## config.mk

```make
export PLATFORM = sky130hd
export DESIGN_NAME = pdm_uart_framer
export DESIGN_NICKNAME = d
export VERILOG_FILES = /design/src/rtl/pdm_uart_framer.sv
export SDC_FILE = /design/constraint.sdc
export NUM_CORES = 1
export LEC_CHECK = 0
export BUFFER_PORTS_ARGS = -buffer_cell sky130_fd_sc_hd__clkbuf_2
export CAP_MARGIN = 10
export CORE_MARGIN = 2
export CORE_UTILIZATION = 58
export CTS_BUF_LIST = sky130_fd_sc_hd__clkbuf_8
export DETAILED_ROUTE_END_ITERATION = 12
export PLACE_DENSITY = 0.85
export RECOVER_POWER = 25
export SYNTH_ARGS = -nofsm -noshare
export SYNTH_HDL_FRONTEND = slang
export SYNTH_SLANG_ARGS = --single-unit
export TNS_END_PERCENT = 5
```

## constraint.sdc

```tcl
create_clock -name clk -period 3.6 [get_ports clk]
set_input_delay 0.36 -clock clk [delete_from_list [all_inputs] [get_ports clk]]
set_output_delay 0.36 -clock clk [all_outputs]
set_load 0.03 [all_outputs]
```

## src/rtl/pdm_uart_framer.sv

```systemverilog
// pdm_uart_framer: buffers 16-bit samples and sends each one as 8N1 bytes (SYNC_BYTE, high, low).
// Define PDM_UART_FRAMER_CHECKSUM_EN to append a fourth byte, high ^ low.
module pdm_uart_framer #(
    parameter int         PERIOD    = 10,
    parameter int         DEPTH     = 4,
    parameter logic [7:0] SYNC_BYTE = 8'hA5
) (
    input  logic        clk,
    input  logic        rst,
    input  logic [15:0] in_data,
    input  logic        in_valid,
    output logic        in_ready,
    output logic        tx,
    output logic        busy,
    output logic        frame_done
);
    localparam int PTR_W = $clog2(DEPTH);
    localparam int CNT_W = PTR_W + 1;
    localparam int CLK_W = $clog2(PERIOD);
`ifdef PDM_UART_FRAMER_CHECKSUM_EN
    localparam logic [1:0] LAST_BYTE = 2'd3;
`else
    localparam logic [1:0] LAST_BYTE = 2'd2;
`endif

    typedef enum logic [1:0] {IDLE, START, DATA, STOP} state_t;

    logic [15:0]      mem [DEPTH];
    logic [PTR_W-1:0] wr_ptr;
    logic [PTR_W-1:0] rd_ptr;
    logic [CNT_W-1:0] count;
    logic             push;
    logic             pop;

    state_t           state;
    state_t           state_nx;
    logic [CLK_W-1:0] clk_cnt;
    logic [2:0]       bit_idx;
    logic [1:0]       byte_idx;
    logic [15:0]      pkt;
    logic [7:0]       cur_byte;
    logic             bit_end;
    logic             tx_nx;
    logic             frame_done_nx;

    // Ready depends only on the registered count, so a pop in the same cycle cannot reopen a full FIFO.
    assign in_ready = !rst && (count != CNT_W'(DEPTH));
    assign push     = in_valid && in_ready;
    assign pop      = (state == IDLE) && (count != '0);
    assign bit_end  = (clk_cnt == CLK_W'(PERIOD - 1));

    always_ff @(posedge clk) begin
        if (push) mem[wr_ptr] <= in_data;
    end

    always_ff @(posedge clk or posedge rst) begin
        if (rst) begin
            wr_ptr <= '0;
            rd_ptr <= '0;
            count  <= '0;
        end else begin
            if (push) wr_ptr <= wr_ptr + 1'b1;
            if (pop)  rd_ptr <= rd_ptr + 1'b1;
            case ({push, pop})
                2'b10:   count <= count + 1'b1;
                2'b01:   count <= count - 1'b1;
                default: ;
            endcase
        end
    end

    always_comb begin
        case (byte_idx)
            2'd0:    cur_byte = SYNC_BYTE;
            2'd1:    cur_byte = pkt[15:8];
`ifdef PDM_UART_FRAMER_CHECKSUM_EN
            2'd3:    cur_byte = pkt[15:8] ^ pkt[7:0];
`endif
            default: cur_byte = pkt[7:0];
        endcase
    end

    always_ff @(posedge clk or posedge rst) begin
        if (rst) state <= IDLE;
        else     state <= state_nx;
    end

    always_comb begin
        state_nx      = state;
        tx_nx         = 1'b1;
        frame_done_nx = 1'b0;
        case (state)
            IDLE: begin
                if (pop) state_nx = START;
            end
            START: begin
                tx_nx = 1'b0;
                if (bit_end) state_nx = DATA;
            end
            DATA: begin
                tx_nx = cur_byte[bit_idx];
                if (bit_end && (bit_idx == 3'd7)) state_nx = STOP;
            end
            STOP: begin
                if (bit_end) begin
                    if (byte_idx == LAST_BYTE) begin
                        state_nx      = IDLE;
                        frame_done_nx = 1'b1;
                    end else begin
                        state_nx = START;
                    end
                end
            end
            default: state_nx = IDLE;
        endcase
    end

    // Line outputs are registered one clock behind the sequencer so tx never glitches.
    always_ff @(posedge clk or posedge rst) begin
        if (rst) begin
            clk_cnt    <= '0;
            bit_idx    <= '0;
            byte_idx   <= '0;
            pkt        <= '0;
            tx         <= 1'b1;
            busy       <= 1'b0;
            frame_done <= 1'b0;
        end else begin
            tx         <= tx_nx;
            busy       <= (state != IDLE);
            frame_done <= frame_done_nx;
            if (state == IDLE) begin
                clk_cnt  <= '0;
                bit_idx  <= '0;
                byte_idx <= '0;
                if (pop) pkt <= mem[rd_ptr];
            end else if (bit_end) begin
                clk_cnt <= '0;
                if (state == DATA) bit_idx  <= bit_idx + 1'b1;
                if (state == STOP) byte_idx <= byte_idx + 1'b1;
            end else begin
                clk_cnt <= clk_cnt + 1'b1;
            end
        end
    end
endmodule

```

==> flow_summary_export.csv <==
group,metric,value,unit
outcome,status,"completed",
worst_setup_path,start_kind,"flop",
logic_synthesis,synth_top_area_share,44.42,%
worst_setup_path,critPathArrivalTime,2.95,ns
timing,finClkSkew,0.01025,ns
worst_hold_path,holdCritPathClass,"input pin to asynchronous set/reset pin",
worst_setup_path,cpLargestDelayFamily,"adder cells",
clocking,cts-resized-gates,0,
logic_synthesis,ys_types,42,
logic_synthesis,ys_seq_area_share,65.85,%
die,rows,31,
placed_design,dp_cells,368,
worst_setup_path,endpoint_kind,"flop",
logic_synthesis,yosys_warnings,0,
flow_run,cap_violations,0,
die,fp.dieH,90.37,um
timing,hold_violations,0,
logic_synthesis,ys_ff_latch,101,
worst_setup_path,path_max_fanout,18,
route,via_per_inst,5.578,
worst_setup_path,crit_path_start,"state[0]$_DFFE_PP0P_",
route,wl,6702,um
logic_synthesis,syn_area,4327,um2
route,drt_pass1_iterations,5,
worst_setup_path,worstPathCellList,"inv_1 > ha_1 > nand2b_1 > inv_2 > ha_1 > inv_1 > fa_1 > xor2_1 > nor2_1 > xor2_1",
logic_synthesis,synth_enable_flop_cells,64,
grt,grt_start_max_net_pins,38,
final_layout,antenna_cells,0,
timing,drv_slew,0,
grt,antenna_found_initial,0,
clocking,cts.sinks,101,
worst_setup_path,r2r_slack,0.94,ns
clocking,tritoncts,"built",
route,ant_nets,0,
die,die_area,8167,um2
timing,finalCriticalPeriod,2.662,ns
final_layout,final_layout_size_suffix_gt1_share,18.95,%
final_layout,nNetsFinal,317,
grt,grt_overflow,0,
clocking,cts_made_buffers,9,
timing,max_freq,0.3756,GHz
placed_design,globalplace.congestion,0.7352,
timing,rsz0062_at_grt,"false",
worst_setup_path,cp.buffers_inverters,3,
logic_synthesis,syn_inst,255,
logic_synthesis,synthTopCellsByArea,"edfxtp_1, dfrtp_1, ha_1",
pwr,vdd.ir_drop.worst,0.3293,mV
route,vias,2142,
logic_synthesis,synth_largest_area_cell,"edfxtp_1",
logic_synthesis,syn_avg_cell_area,16.97,um2
logic_synthesis,syn-num-nets,292,
worst_setup_path,critPathKind,"flop to flop",
worst_setup_path,reg2reg_to,"count[2]$_DFFE_PP0P_",
clocking,clockBufferDepth,2,
logic_synthesis,synth_most_common_cell,"edfxtp_1",
die,initial_core_util,59.65,%
timing,tightest_slew,1.040,ns
grt,first_global_vias,2219,
clocking,post_cts_buffers,0,
timing,final.period_utilization,73.96,%
clocking,htree_levels,3,
clocking,cts_hold_buf,0,
logic_synthesis,synth_common_cells,"edfxtp_1, dfrtp_1, ha_1, inv_1, nor2_1",
worst_setup_path,reg2reg_from,"state[0]$_DFFE_PP0P_",
logic_synthesis,synth_flop_cell,"edfxtp_1",
die,die_w,90.37,um
die,fp.coreArea,7253,um2
final_layout,syn_to_final_growth,7.837,%
worst_setup_path,critPathMaxStageDelay,0.41,ns
worst_setup_path,path_depth,10,
worst_setup_path,cp_slowest_cell,"dfrtp_1",
logic_synthesis,synthArstFlopShare,36.63,%
route,route.detailed.drc,0,
clocking,cts_root_buffer,"clkbuf_8",
placed_design,port_buffers,22,
worst_setup_path,crit_end,"count[2]$_DFFE_PP0P_",
pwr,power_density,769.7,nW/um2
timing,setup_tns,0,ns
placed_design,dp_hpwl,4386,um
grt,grt_pass1_wl,10970,um
grt,grtUsageTotal,17.68,%
worst_setup_path,required,3.89,ns
worst_setup_path,ff2ff_path_depth,10,
pwr,p_leak,1.820,nW
route,post_drt_wl_per_cell,17.45,um
timing,slew_headroom,30.65,%
clocking,insertion_delay,0.36,ns
die,io_pins,23,
route,drt_iter0_markers,136,
timing,setup_violations,0,
clocking,clk_pin_slew,0.10,ns
final_layout,stdcell_count,384,
sequential cells by signal (all words and copies together) (netlist names), 2 cells and up:
register and cells:
bit_idx 3, byte_idx 2, clk_cnt 4, count 3
mem 64, pkt 16, rd_ptr 2, state 2
wr_ptr 2
layer usage:
layer	track usage [%]	up-vias	routed length, um
li1	-	1015	-
met1	22.59	1073	2991
met2	30.45	48	3386
met3	4.508	6	256
met4	4.615	0	67
met5	0	-	0
worst register-to-register path, stage by stage (launching register included):
cell,delay (ns)
dfrtp_1,0.41
inv_1,0.14
ha_1,0.35
nand2b_1,0.17
inv_2,0.39
ha_1,0.28
inv_1,0.07
fa_1,0.38
xor2_1,0.15
nor2_1,0.11
xor2_1,0.14
cells in the final DEF (no fill, tap or decap), types with 8 or more instances in the layout:
| cell type | synthesis | layout |
|---|---|---|
| dfrtp_1 | 36 | 36 |
| a21oi_1 | 9 | 9 |
| clkbuf_8 | 0 | 9 |
| inv_1 | 16 | 17 |
| clkbuf_1 | 2 | 14 |
| nor2_1 | 10 | 10 |
| ha_1 | 17 | 17 |
| nand2_1 | 9 | 9 |
| mux2_2 | 9 | 9 |
| mux4_1 | 8 | 8 |
| mux4_2 | 9 | 9 |
| mux2_4 | 8 | 8 |
| clkbuf_2 | 1 | 8 |
| edfxtp_1 | 64 | 64 |
final cells by class:
class | instances | area (um2)
Fill cell | 534 | 2587
Sequential cell | 101 | 2849
Inverter | 17 | 63.81
Tap cell | 99 | 123.9
Clock inverter | 7 | 61.31
Clock buffer | 9 | 123.9
Multi-Input combinational cell | 128 | 1344
Timing Repair Buffer | 23 | 100.1
through the flow:
stage	setup slack [ns]	power (mW)	area, um2	hold slack [ns]	utilization, %
5_1_grt	0.7126	3.820	4666	0.1231	64.33
6_report	0.9375	3.591	4666	0.08868	64.33
4_1_cts	0.8949	3.635	4683	0.09249	64.57
3_5_place_dp	0.9254	2.974	4498	0.4926	62.01
3_3_place_gp	1.086	2.893	4498	0.4825	62.01
2_1_floorplan	1.201	2.718	4327	0.4584	-
report_power, final:
part           internal [mW]  total (mW)  switching, mW  leakage (nW)
Sequential              1.52        1.75          0.232          1.03
Clock                  0.267       0.661          0.393        0.0998
Combinational          0.620        1.18          0.564         0.693
Total                   2.40        3.59           1.19          1.82
worst min-delay path by stage:
| stage | endpoint | slack [ns] | depth (start not counted) |
|---|---|---|---|
| after floorplan | clk_cnt[0]$_DFF_PP0_ | 0.46 | 1 |
| after global placement | clk_cnt[0]$_DFF_PP0_ | 0.48 | 1 |
| after detailed placement | rd_ptr[0]$_DFFE_PP0P_ | 0.49 | 3 |
| after CTS | frame_done$_DFF_PP0_ | 0.09 | 3 |
| after global routing | clk_cnt[1]$_DFF_PP0_ | 0.12 | 3 |
| final | count[2]$_DFFE_PP0P_ | 0.09 | 3 |
logic make-up after synthesis:
kind of cell	share of synthesized area, %
compound gates	3.586
xor+xnor	1.822
flops	65.85
mux	15.59
simple gates	4.685
fa+ha+maj	5.379
buf+inv	3.094
Power figures use the tool's default switching activity.
